## src/rtl/mux_rr_sched_pkg.sv

```systemverilog
// Shared definitions for the round-robin mux scheduler: sizes, FSM state type
// and one-hot to index encoding.
package mux_rr_sched_pkg;

  localparam int NUM_REQ = 4;
  localparam int SEL_W   = 2;

  typedef enum logic [0:0] {
    IDLE  = 1'b0,
    GRANT = 1'b1
  } state_t;

  function automatic logic [SEL_W-1:0] onehot_to_idx(input logic [NUM_REQ-1:0] oh);
    logic [SEL_W-1:0] idx;
    idx = '0;
    for (int n = 0; n < NUM_REQ; n++) begin
      if (oh[n]) idx = SEL_W'(n);
    end
    return idx;
  endfunction

endpackage

```

## src/rtl/mux_rr_sched_pick.sv

```systemverilog
// Combinational round-robin picker: searches ptr+1, ptr+2, ptr+3, ptr (mod 4)
// and returns the first requester found.
module rr_pick4
  import mux_rr_sched_pkg::*;
(
  input  logic [NUM_REQ-1:0] req,
  input  logic [SEL_W-1:0]   ptr,
  output logic [SEL_W-1:0]   idx,
  output logic               any_valid
);

  logic [SEL_W-1:0] cand;

  always_comb begin
    idx       = ptr;
    any_valid = 1'b0;
    cand      = '0;
    // Walk downward from offset 4 (ptr itself) so the nearest hit wins last.
    for (int k = NUM_REQ; k >= 1; k--) begin
      cand = ptr + SEL_W'(k);
      if (req[cand]) begin
        idx       = cand;
        any_valid = 1'b1;
      end
    end
  end

endmodule

```

## src/rtl/mux_rr_sched.sv

```systemverilog
// Round-robin scheduler owning the select lines of a 4:1 mux; bounds each
// grant to MAX_HOLD cycles while another requester is waiting.
module mux_rr_sched
  import mux_rr_sched_pkg::*;
#(
  parameter int DW       = 1,
  parameter int MAX_HOLD = 4
) (
  input  logic               clk,
  input  logic               rst,
  input  logic [NUM_REQ-1:0] req,
  input  logic [DW-1:0]      i0,
  input  logic [DW-1:0]      i1,
  input  logic [DW-1:0]      i2,
  input  logic [DW-1:0]      i3,
  output logic               s1,
  output logic               s0,
  output logic [NUM_REQ-1:0] gnt,
  output logic [DW-1:0]      y,
  output logic               y_valid
);

  localparam int HOLD_W = 8;
  localparam logic [HOLD_W-1:0] HOLD_LAST = HOLD_W'(MAX_HOLD - 1);

  state_t             state, state_nxt;
  logic [SEL_W-1:0]   last_ptr, last_nxt;
  logic [SEL_W-1:0]   sel;
  logic [HOLD_W-1:0]  hold_cnt, hold_nxt;
  logic [NUM_REQ-1:0] gnt_nxt;
  logic [SEL_W-1:0]   win_idx;
  logic               win_any;

  // Current owner is searched last, so it only wins again when nobody else asks.
  rr_pick4 u_pick (
    .req       (req),
    .ptr       (last_ptr),
    .idx       (win_idx),
    .any_valid (win_any)
  );

  always_comb begin
    state_nxt = state;
    gnt_nxt   = gnt;
    last_nxt  = last_ptr;
    hold_nxt  = hold_cnt;
    case (state)
      IDLE: begin
        if (win_any) begin
          state_nxt = GRANT;
          gnt_nxt   = NUM_REQ'(1) << win_idx;
          last_nxt  = win_idx;
          hold_nxt  = '0;
        end
      end
      GRANT: begin
        if (!req[last_ptr] || hold_cnt == HOLD_LAST) begin
          if (win_any) begin
            gnt_nxt  = NUM_REQ'(1) << win_idx;
            last_nxt = win_idx;
            hold_nxt = '0;
          end else begin
            state_nxt = IDLE;
            gnt_nxt   = '0;
            hold_nxt  = '0;
          end
        end else begin
          hold_nxt = hold_cnt + HOLD_W'(1);
        end
      end
      default: begin
        state_nxt = IDLE;
        gnt_nxt   = '0;
        hold_nxt  = '0;
      end
    endcase
  end

  always_ff @(posedge clk) begin
    if (rst) begin
      state    <= IDLE;
      gnt      <= '0;
      sel      <= '0;
      last_ptr <= SEL_W'(NUM_REQ - 1);
      hold_cnt <= '0;
    end else begin
      state    <= state_nxt;
      gnt      <= gnt_nxt;
      last_ptr <= last_nxt;
      hold_cnt <= hold_nxt;
      if (gnt_nxt != '0) sel <= onehot_to_idx(gnt_nxt);
    end
  end

  assign s1      = sel[1];
  assign s0      = sel[0];
  assign y_valid = |gnt;

  // Existing 4:1 mux replicated per data bit, qualified by y_valid.
  for (genvar b = 0; b < DW; b++) begin : g_mux
    assign y[b] = y_valid & (s1 ? (s0 ? i3[b] : i2[b]) : (s0 ? i1[b] : i0[b]));
  end

endmodule

```

## config.mk

```make
export PLATFORM = sky130hd
export DESIGN_NAME = mux_rr_sched
export DESIGN_NICKNAME = d
export VERILOG_FILES = /design/src/rtl/mux_rr_sched_pkg.sv /design/src/rtl/mux_rr_sched_pick.sv /design/src/rtl/mux_rr_sched.sv
export SDC_FILE = /design/constraint.sdc
export NUM_CORES = 1
export LEC_CHECK = 0
export ABC_CLOCK_PERIOD_IN_PS = 2600
export BUFFER_PORTS_ARGS = -buffer_cell sky130_fd_sc_hd__buf_2
export CAP_MARGIN = 10
export CORE_MARGIN = 3
export CORE_UTILIZATION = 52
export CTS_CLUSTER_DIAMETER = 30
export CTS_CLUSTER_SIZE = 12
export DETAILED_ROUTE_END_ITERATION = 6
export PLACE_DENSITY = 0.82
export SLEW_MARGIN = 25
export SYNTH_ARGS = -nofsm -noshare
export SYNTH_HDL_FRONTEND = slang
export SYNTH_SLANG_ARGS = --single-unit
```

## constraint.sdc

```tcl
create_clock -name clk -period 2.6 [get_ports clk]
set_clock_uncertainty 0.05 [all_clocks]
set_input_delay 0.39 -clock clk [delete_from_list [all_inputs] [get_ports clk]]
set_output_delay 0.39 -clock clk [all_outputs]
set_load 0.03 [all_outputs]
```

==> results of run 1 <==
-- where the power goes --
part	internal, W	switching, W
sequential	0.000285	0.0000251
combinational	0.0000910	0.000157
clock	0.0000598	0.0000827
total	0.000436	0.000264
-- cells by family (layout without fill, tap and decap cells) --
logic type,after synthesis,count (layout)
compound gates,36,36
mux,3,3
simple gates,48,48
flops,17,17
fa+ha+maj,1,1
buf+inv,7,26
-- final cells by class --
type | instances | area, µm²
Fill cell | 142 | 543
Clock buffer | 4 | 26.3
Tap cell | 16 | 20.0
Inverter | 5 | 18.8
Multi-Input combinational cell | 88 | 543
Sequential cell | 17 | 340
Timing Repair Buffer | 17 | 85.1
-- cell usage after synthesis --
master / count
a22o_1: 1
nor4_1: 1
dfxtp_1: 17
o21ai_1: 4
nand3b_1: 3
nor4b_1: 1
clkbuf_1: 1
a22oi_2: 1
a21o_1: 2
mux2_2: 1
a21oi_1: 7
nand2_2: 1
buf_6: 1
mux2i_1: 1
ha_1: 1
nand3_1: 3
nor2_1: 18
nor3_1: 2
a221oi_1: 1
nand2b_1: 4
a31oi_1: 1
a2bb2oi_1: 1
o211ai_1: 4
nand2_1: 6
o21ai_0: 6
and2_1: 2
inv_1: 5
o32a_1: 1
a21boi_1: 1
nand3_2: 1
a21oi_2: 1
a311oi_1: 1
and3_1: 3
mux4_2: 1
a221o_1: 1
or2_1: 1
or3_1: 2
o21a_1: 2
a22oi_1: 1
-- routing by layer --
layer | wire length (µm) | global-route usage (%) | vias to the layer above
li1 | - | - | 447
met1 | 988 | 28.6 | 422
met2 | 1010 | 33.2 | 42
met3 | 111 | 4.89 | 5
met4 | 35 | 8.60 | 0
met5 | 0 | 0 | -
-- per-stage QoR --
step	power, W	hold slack, ns	worst slack (ns)
final	0.000700	0.349	0.411
after global routing	0.000739	0.386	0.184
after CTS	0.000704	0.348	0.453
after detailed placement	0.000561	0.443	0.489
after global placement	0.000554	0.434	0.552
after floorplan	0.000498	0.409	0.735
-- state kept, by name, indices dropped and copies added (netlist names) --
| signal | flops |
|---|---|
| state | 1 |
| sel | 2 |
| gnt | 4 |
| last_ptr | 2 |
| hold_cnt | 8 |
-- how the worst max path moves through the flow --
stage | from | endpoint | slack (ns)
after global routing | hold_cnt[0]$_SDFFE_PP0P_ | sel[0]$_SDFFE_PP0P_ | 0.18
after detailed placement | hold_cnt[0]$_SDFFE_PP0P_ | sel[0]$_SDFFE_PP0P_ | 0.49
after global placement | hold_cnt[0]$_SDFFE_PP0P_ | sel[0]$_SDFFE_PP0P_ | 0.55
after floorplan | hold_cnt[0]$_SDFFE_PP0P_ | sel[0]$_SDFFE_PP0P_ | 0.74
after CTS | hold_cnt[0]$_SDFFE_PP0P_ | sel[0]$_SDFFE_PP0P_ | 0.45
final | hold_cnt[0]$_SDFFE_PP0P_ | sel[0]$_SDFFE_PP0P_ | 0.41
-- tightest hold or removal path, stage by stage --
cell and delay (ns):
buf_2 0.12, nor4_1 0.07, nor2_1 0.07
-- cells in the final DEF (no fill, tap or decap), types with 4 or more instances in the layout --
master | synthesis | final
a21oi_1 | 7 | 7
o21ai_1 | 4 | 4
o211ai_1 | 4 | 4
nor2_1 | 18 | 18
nand2b_1 | 4 | 4
dfxtp_1 | 17 | 17
buf_2 | 0 | 17
o21ai_0 | 6 | 6
inv_1 | 5 | 5
nand2_1 | 6 | 6
==> results.md, run 1 <==
* Hold path endpoint: state$_SDFF_PP0_
* Distinct cell type count after synthesis at 39
* Max IR drop VDD at between 0.3 and 0.4 mV
* Crit end category: register
* Worst-path clk slew at 0.09 ns
* XOR/XNOR Fraction of Synth Area at 0%
* CTS tree: built
* Worst r2r path cells at 7
* #FFs+latches synth at 17
* WL/cell at roughly 15 µm
* WHS Path Cells at 3
* I/O Buffers at 17
* Post-synth top area share at between 30% and 40%
* CP max-delay cell: dfxtp_1
* Placed Cells incl. Taps at between 100 and 150
* I/O pins at 18
* Routability cong. at 0.865
* CP max stage delay at ~0.37 ns
* Fin area at between 1000 and 1500 µm²
* GR Overflow Total at 0
* Post-CTS Hold Buffers at 0
* CTS max path bufs at 2
* P&R area growth vs syn at 12.7%
* Nets at 143
* Via density at 6.23
* Post-CTS Setup Bufs at 0
* Max-Cap Viols at 0
* Clk_lat worst skew at a little under 0.3 ns
* Aggregate global-route resource usage at a little over a fifth
* Global-route wire length before repair at 3450 µm
* TritonCTS Sinks at 17
* Flop2flop setup slack at 0.41 ns
* Worst Path Arrival at about 2.3 ns
* Worst path depth at 7
* Share of layout cells above drive strength 1 at between 10% and 20%
* CP bufs+invs at 0
* Power Density at about 680 nW/µm²
* Syn nets at ~120
* Req. time, crit path at around 2.7 ns
* Antenna-violating nets left at 0
* Crit Path Class: reg2reg
* Adder-cell share of the synthesized area at about 1.4%
* Yosys top cell by area: dfxtp_1
* Netlist Area Pre-Place at ~900 µm²
* Die area at ~2300 µm²
* DP Area at 1010 µm²
* H-Tree Depth at 1
* Largest family of logic cells by synthesized area: simple AND/OR/NAND/NOR gates
* Startpoint Class: register
* TNS Setup at 0 ns
* Post-route DRC at 0
* Shortest period the worst path allows at 2.19 ns
* Crit Reg-Reg Endpoint: sel[0]$_SDFFE_PP0P_
* Final clock period utilization by the worst path at ~84%
* CP delay by family, top: simple AND/OR/NAND/NOR gates
* Die Height at around 48 µm
* Worst Path Max Fanout at 10
* Hold Vio Cnt, Final at 0
* Final wirelength at roughly 2100 µm
* Area contributors post-synth: dfxtp_1, nor2_1, a21oi_1
* Post-Route Utilization at between 60% and 70%
* Hold path startpoint: req[0]
* Slew at the pin with the worst max-slew slack at roughly 0.52 ns
* Total number of vias at around 920
* Unrepaired setup endpoints after global routing: false
* Post-Synth Simple-Gate Area at 26.6%
* Post-synthesis compound-gate area fraction at around a quarter
* HPWL after DPL at 1610 µm
* Register area share after synthesis at a little under two fifths
* Slew Limit Fails at 0
* CP cell instances: ha_1, nor4b_1, a22o_1, or2_1, nand2_2, a221oi_1, a311oi_1
* Cell leakage power at approximately 0.45 nW
* CTS Buf Count at 3
* DR pass1 iterations at 4
* Status: completed
* Initial detailed-routing violation count at 58
* Synth Warn # at 0
* Root Buffer Master: clkbuf_4
* Die W at around 48 µm
* Row count at 14
* Hold Path Class: in2reg
* Initial antenna violation count at 0
* # resized after CTS at 0
* Initial Utilization at 58.2%
* Mux cell area share after synthesis at under 10%
* Vias in the first global route at 790
* Mapped Cells at 112
* Inserted Diodes at 0
* Setup Viol. Count Final at 0
* Max Freq at between 400 and 500 MHz
* Core ar. at approximately 1600 µm²
* Critical R2R Launch: hold_cnt[0]$_SDFFE_PP0P_
* Rel. slew slack at around two thirds
* Avg Synthesized Cell Area at a little over 8 µm²
* Finished Layout Cells at 147
* Largest net degree at the start of global routing at 16
No activity file was read; power rests on OpenSTA's default activity.
==> run 2, diff against run 1 <==
- ABC_CLOCK_PERIOD_IN_PS: 2600 -> 1830
- CORE_UTILIZATION: 52 -> 47
- PLACE_DENSITY: 0.82 -> 0.78
- clock period: 2.6 -> 1.83 ns (I/O delays scaled with it)
==> run 2 against run 1 <==
The flow now finishes with violations (negative setup slack). Clock power is 42% higher. Largest cell class unchanged. Critical endpoint unchanged. Sequential power rose by 45%. Die area is 9.3% higher. Combinational power is 100% higher. Critical path depth did not move. Wire length up 33%. Total power is 65% higher. Hold slack worse by 0.10 ns. Global-route usage grew 1.6 points. Register-to-register slack got worse by 0.50 ns. Core utilization up 6.9 points. Worst setup slack worse by 0.50 ns.
==> results.md, run 2 (synthesis gave the netlist of run 1 again) <==
* Largest net degree at the start of global routing at 16 (unchanged)
* Global-route wire length before repair at 4440 µm (+29%)
* Gate power share at 43.6% (+8.2 points)
* Crit Path Class: reg2reg
* I/O pins at 18 (unchanged)
* Part of the power in registers at 38.9% (-5.4 points)
* P&R area growth vs syn at 40.8%
* CTS max path bufs at 2 (unchanged)
* Largest regs: hold_cnt: 8 flops, gnt: 4 flops
* Post-route DRC at 0 (unchanged)
* GR Overflow Total at 0 (unchanged)
* Unrepaired setup endpoints after global routing: true
* Hold slack at 0.247 ns (-0.102 ns)
* Cell leakage power at 0.554 nW (+24%)
* DR pass1 iterations at 4 (unchanged)
* Die Height at 50.2 µm (+4.5%)
* Core ar. at 1780 µm² (+13%)
* Most frequent cells in the layout: buf_2, buf_4, nor2_1
* Final clock period utilization by the worst path at 105% (+21 points)
* Share of layout cells above drive strength 1 at 43.9% (+24 points)
* Aggregate global-route resource usage at 23.1% (+1.6 points)
* Final wirelength at 2840 µm (+33%)
* Req. time, crit path at 1.94 ns (-0.79 ns)
* Total number of vias at 1039 (+13%)
* Worst Path Arrival at 2.04 ns (-0.28 ns)
* Setup Viol. Count Final at 3 (+3)
* Crit end category: register
* Hold Vio Cnt, Final at 0 (unchanged)
* Hold Path Class: in2reg
* Setup ws final at -0.0926 ns (-0.503 ns)
* Die area at 2520 µm² (+9.3%)
* Max reg flops at 8 (unchanged)
* Die W at 50.2 µm (+4.5%)
* Vias in the first global route at 957 (+21%)
* Int Pwr at 0.000719 W (+65%)
* Initial Utilization at 51.4% (-6.7 points)
* Finished Layout Cells at 173 (+18%)
* CTS Buf Count at 3 (unchanged)
* CP delay by family, top: compound AO/OA/AOI/OAI gates
* CP max stage delay at 0.40 ns (+0.03 ns)
* Commonest non-fill, non-tap cell in the layout: buf_2
* H-Tree Depth at 1 (unchanged)
* Psw at 0.000439 W (+66%)
* Antenna-violating nets left at 0 (unchanged)
* CTS tree: built
* CP bufs+invs at 0 (unchanged)
* Routability cong. at 0.877 (+1.4%)
* Clk_lat worst skew at 0.28 ns (about the same)
* Worst Path Max Fanout at 4 (-6)
* Inserted Diodes at 0 (unchanged)
* Shortest period the worst path allows at 1.92 ns (-0.267 ns)
* Nets at 160 (+12%)
* Max-Cap Viols at 0 (unchanged)
* Root Buffer Master: clkbuf_4
* Max IR drop VDD at 0.574 mV (+57%)
* Overall Power at 0.00116 W (+65%)
* Startpoint Class: register
* Initial antenna violation count at 0 (unchanged)
* Worst-path clk slew at 0.10 ns (about the same)
* I/O Buffers at 17 (unchanged)
* CP max-delay cell: o32a_1
* Placed Cells incl. Taps at 164 (+15%)
* CP cell instances: ha_4, nor4b_4, a22o_1, o21ai_2, o32a_1, a221oi_2, a311oi_2
* Row count at 15 (+1)
* Via density at 6.01 (-3.6%)
* Clock network power share at 17.5% (-2.8 points)
* WL/cell at 16.4 µm (+13%)
* TNS Setup at -0.115 ns (-0.115 ns)
* TritonCTS Sinks at 17 (unchanged)
* Rel. slew slack at 70.4% (+5.2 points)
* Most flop-heavy register: hold_cnt
* Slew at the pin with the worst max-slew slack at 0.440 ns (-0.0808 ns)
* Max Freq at 520 MHz (+14%)
* FILL cells at 124 (-13%)
* HPWL after DPL at 1780 µm (+11%)
* Initial detailed-routing violation count at 35 (-40%)
* Switching part of the total power at 37.9% (+0.13 points)
* Status: complete, but fails checks
* Failing checks: negative setup slack
* Power Density at 897 nW/µm² (+32%)
* Slew Limit Fails at 0 (unchanged)
## run 2: per-layer routing
metal | routed length [µm] | share of wire, % | global-route usage [%] | vias to the layer above
met4 | 54 | 1.9 | 5.53 | 0
met3 | 151 | 5.3 | 4.45 | 8
li1 | - | - | - | 481
met2 | 1420 | 50 | 40.4 | 47
met5 | 0 | 0 | 0 | -
met1 | 1210 | 43 | 28.8 | 503
## run 2: power groups by stage
| stage | registers, W | clock network [W] | logic, W |
|---|---|---|---|
| floorplan | 0.000487 | 0 | 0.000221 |
| global placement | 0.000444 | 0 | 0.000390 |
| detailed placement | 0.000448 | 0 | 0.000396 |
| CTS | 0.000443 | 0.000204 | 0.000440 |
| global route | 0.000455 | 0.000221 | 0.000539 |
| finish | 0.000451 | 0.000202 | 0.000505 |
## run 2: worst paths after layout
kind                              endpoint  cells after the start  slack (ns)                startpoint
setup reg to reg       sel[0]$_SDFFE_PP0P_                      7       -0.09  hold_cnt[1]$_SDFFE_PP0P_
hold reg to reg   hold_cnt[6]$_SDFFE_PP0P_                      2        0.50  hold_cnt[6]$_SDFFE_PP0P_
setup / recovery       sel[0]$_SDFFE_PP0P_                      7       -0.09  hold_cnt[1]$_SDFFE_PP0P_
hold / removal            state$_SDFF_PP0_                      3        0.25                    req[0]
## run 2: cell type report
cell class | instances | area [µm²] | area share [%]
multi-input cells | 88 | 641 | 49.6
flip-flops and latches | 17 | 348 | 26.9
repair buffers | 34 | 226 | 17.5
well taps | 25 | 31.3 | 2.42
clock buffers | 4 | 26.3 | 2.03
inverters | 5 | 18.8 | 1.45
## run 2: worst register-to-register path: cells and delay by family (launching register included)
kind,cells,cell delay [ns]
adder cells (fa/ha/maj),1,0.14
AND/OR/NAND/NOR,1,0.19
AO/OA/AOI/OAI,5,1.05
flip-flops,1,0.37
## run 2: per-stage QoR
step / util, % / setup WS (ns) / area (µm²)
finish: 72.4 / -0.0926 / 1290
CTS: 67.2 / -0.0343 / 1200
floorplan: - / -0.000146 / 926
detailed placement: 62.7 / -0.124 / 1120
global route: 72.4 / -0.214 / 1290
global placement: 62.7 / -0.0295 / 1120
## run 2: timing repair
action	in CTS	in global routing
pin swaps	3	15
resized for setup	13	20
endpoints found under the setup margin	11	15
hold buffers	0	0
hold endpoints to repair	0	0
buffers inserted	1	4
==> run 3, diff against run 2 <==
- CORE_UTILIZATION: 47 -> 48
- PLACE_DENSITY: 0.78 -> 0.8
- SYNTH_HIERARCHICAL: not set -> 1
==> run 3 against run 2 <==
The run still ends with negative setup slack left. Sequential share of layout area fell by 0.75 points. Via count fell by 2.4%. Die area barely moved. Final cell count rose by 1.7%. Wire length fell by 14%. Global-route usage fell by 2.6 points. First-iteration DRC count fell by 37%. Non-clock buffer count rose by 7. Synthesized area rose by 2.2%. Clock-buffer cell count did not move.
==> results.md, run 3 <==
* Shortest period the worst path allows at 1.96 ns (+0.0399 ns)
* Syn nets at 120 (-2.4%)
* TritonCTS Sinks at 17 (unchanged)
* Switching part of the total power at 37.2% (-0.71 points)
* Max Freq at 510 MHz (-2.0%)
* Row count at 15 (unchanged)
* Max-Cap Viols at 0 (unchanged)
* Commonest non-fill, non-tap cell in the layout: buf_4
* Int Pwr at 0.000692 W (-3.8%)
* Gate power share at 40.5% (-3.1 points)
* Worst Path Max Fanout at 5 (+1)
* DR pass1 iterations at 5 (+1)
* Area of the multi-input gates at 621 µm² (-3.1%)
* Most common cell in the synthesized netlist: dfxtp_1
* GR Overflow Total at 0 (unchanged)
* Core ar. at 1780 µm² (unchanged)
* Startpoint Class: register
* Aggregate global-route resource usage at 20.5% (-2.6 points)
* Most used DFF post-synth: dfxtp_1
* Cell leakage power at 0.561 nW (+1.3%)
* CTS Buf Count at 3 (unchanged)
* Via density at 5.76 (-4.1%)
* WL/cell at 13.9 µm (-16%)
* FILL cells at 130 (+4.8%)
* Largest regs: hold_cnt: 8 flops, gnt: 4 flops
* Psw at 0.000409 W (-6.7%)
* CP delay by family, top: compound AO/OA/AOI/OAI gates
* Synth Warn # at 6 (+6)
* Most instantiated cells after synthesis: dfxtp_1, nor2_1, a21oi_1
* Unrepaired setup endpoints after global routing: true
* Post-synthesis compound-gate area fraction at 27.0% (+0.50 points)
* CP cell instances: ha_4, or4b_4, o211a_4, o21ai_4, o311ai_2, a311oi_2
* Clock network power share at 19.0% (+1.5 points)
* Vias in the first global route at 962 (+0.52%)
* I/O pins at 18 (unchanged)
* Hold path startpoint: rst
* Max reg flops at 8 (unchanged)
* Setup Viol. Count Final at 14 (+11)
* Antenna-violating nets left at 0 (unchanged)
* Yosys top cell by area: dfxtp_1
* CP max-delay cell: or4b_4
* Pre-CTS WS at -0.145 ns (-0.0215 ns)
* Slew Limit Fails at 0 (unchanged)
* Die area at 2520 µm² (about the same)
* Global-route wire length before repair at 4060 µm (-8.4%)
* P&R area growth vs syn at 40.7% (about the same)
* CP bufs+invs at 0 (unchanged)
* Max IR drop VDD at 0.541 mV (-5.8%)
* Clk_lat worst skew at 0.29 ns (about the same)
* Critical R2R Launch: hold_cnt[1]$_SDFFE_PP0P_
* Number of synthesized flops with an enable pin at 0 (unchanged)
* Adder-cell share of the synthesized area at 1.34% (-0.029 points)
* CTS max path bufs at 2 (unchanged)
* Status: complete, but fails checks
* Initial Utilization at 52.6% (+1.1 points)
* Mapped Cells at 109 (-2.7%)
* Nets at 163 (+1.9%)
* Routability cong. at 0.840 (-4.3%)
* Storage element area at 345 µm² (-0.72%)
* CTS tree: built
* Most flop-heavy register: hold_cnt
* Failing checks: negative setup slack
* I/O Buffers at 17 (unchanged)
* Die W at 50.2 µm (about the same)
* Final clock period utilization by the worst path at 107% (+2.2 points)
* Mux cell area share after synthesis at 5.87% (+1.1 points)
* Netlist Area Pre-Place at 937 µm² (+2.2%)
* Worst Path Arrival at 2.12 ns (+0.08 ns)
* Distinct cell type count after synthesis at 40 (+2.6%)
* Post-route DRC at 0 (unchanged)
* Largest family of logic cells by synthesized area: compound AO/OA/AOI/OAI gates
* Post-Synth Simple-Gate Area at 26.2% (-0.43 points)
* TNS Setup at -0.754 ns (-0.638 ns)
* Power Density at 835 nW/µm² (-6.9%)
* Placed Cells incl. Taps at 170 (+3.7%)
* Hold Vio Cnt, Final at 0 (unchanged)
* Initial detailed-routing violation count at 22 (-37%)
* #FFs+latches synth at 17 (unchanged)
* Setup ws final at -0.133 ns (-0.0399 ns)
* Finished Layout Cells at 176 (+1.7%)
* Part of the power in registers at 40.5% (+1.6 points)
* Hold Path Class: in2reg
* Register area share after synthesis at 36.3% (-0.79 points)
* Area contributors post-synth: dfxtp_1, a21oi_1, nor2_1
* Crit Path Class: reg2reg
* Die Height at 50.2 µm (about the same)
* Worst-path clk slew at 0.11 ns (about the same)
* Largest net degree at the start of global routing at 18 (+2)
* Post-synth top area share at 36.3% (-0.79 points)
* Req. time, crit path at 1.99 ns (+0.05 ns)
* H-Tree Depth at 1 (unchanged)
* Total number of vias at 1014 (-2.4%)
* Most frequent cells in the layout: buf_4, buf_2, dfxtp_1
* Rel. slew slack at 76.3% (+5.9 points)
* Final wirelength at 2440 µm (-14%)
* Root Buffer Master: clkbuf_4
* CP max stage delay at 0.48 ns (+0.08 ns)
* Inserted Diodes at 0 (unchanged)
* Initial antenna violation count at 0 (unchanged)
* HPWL after DPL at 1810 µm (+1.8%)
* Post-CTS Hold Buffers at 0 (unchanged)
* Slew at the pin with the worst max-slew slack at 0.356 ns (-0.0840 ns)
* XOR/XNOR Fraction of Synth Area at 0% (unchanged)
* Share of layout cells above drive strength 1 at 44.4% (+0.45 points)
* Crit end category: register
* Avg Synthesized Cell Area at 8.60 µm² (+5.0%)
* Async SR Flop Fraction at 0% (unchanged)
* Critical Path Start: hold_cnt[1]$_SDFFE_PP0P_
[run 3: worst reg2reg max path: cells and delay by family, from the launching register on]
| kind | cells | cell delay [ns] |
|---|---|---|
| compound gates | 4 | 0.86 |
| simple gates | 1 | 0.48 |
| flops | 1 | 0.36 |
| fa+ha+maj | 1 | 0.13 |
[run 3: power by group through the flow]
stage	clock [W]	sequential [W]	combinational [W]
floorplan	0	0.000493	0.000226
global placement	0	0.000449	0.000401
detailed placement	0	0.000452	0.000411
CTS	0.000204	0.000446	0.000423
global route	0.000213	0.000452	0.000481
finish	0.000209	0.000446	0.000446
[run 3: cells by family (layout without fill, tap and decap cells)]
kind of cell	after synthesis	after routing
multiplexers	3	3
AND/OR/NAND/NOR	45	45
AO/OA/AOI/OAI	35	35
adder cells (fa/ha/maj)	1	1
buffers and inverters	8	50
flip-flops	17	17
[run 3: metal layers]
metal / part of all wire [%] / track usage, %
met1: 43 / 24.2
met2: 50 / 38.0
met3: 5.1 / 2.67
met4: 1.1 / 5.53
met5: 0 / 0
[run 3: cell type report]
| cell class | count | share of cell area (%) |
|---|---|---|
| Clock buffer | 4 | 1.99 |
| Inverter | 5 | 1.42 |
| Multi-Input combinational cell | 84 | 47.1 |
| Sequential cell | 17 | 26.2 |
| Tap cell | 25 | 2.37 |
| Timing Repair Buffer | 41 | 21.0 |
[run 3: worst paths after layout]
path	endpoint	slack [ns]	depth (start not counted)
hold reg to reg	hold_cnt[7]$_SDFFE_PP0P_	0.47	2
setup / recovery	sel[0]$_SDFFE_PP0P_	-0.13	6
setup reg to reg	sel[0]$_SDFFE_PP0P_	-0.13	6
hold / removal	hold_cnt[7]$_SDFFE_PP0P_	0.29	2
[run 3: what timing repair did]
| action | CTS | global route |
|---|---|---|
| buffers inserted | 1 | 1 |
| endpoints found under the setup margin | 9 | 17 |
| gates resized for setup | 5 | 6 |
| pin swaps | 5 | 3 |
[run 3: metrics by stage]
stage | cell area (µm²) | power [W] | hold WS, ns | utilization, %
after floorplan | 970 | 0.000719 | 0.413 | -
after global placement | 1240 | 0.000850 | 0.434 | 69.5
after detailed placement | 1240 | 0.000863 | 0.449 | 69.5
after CTS | 1290 | 0.00107 | 0.292 | 72.1
after global routing | 1320 | 0.00115 | 0.310 | 74.0
final | 1320 | 0.00110 | 0.287 | 74.0
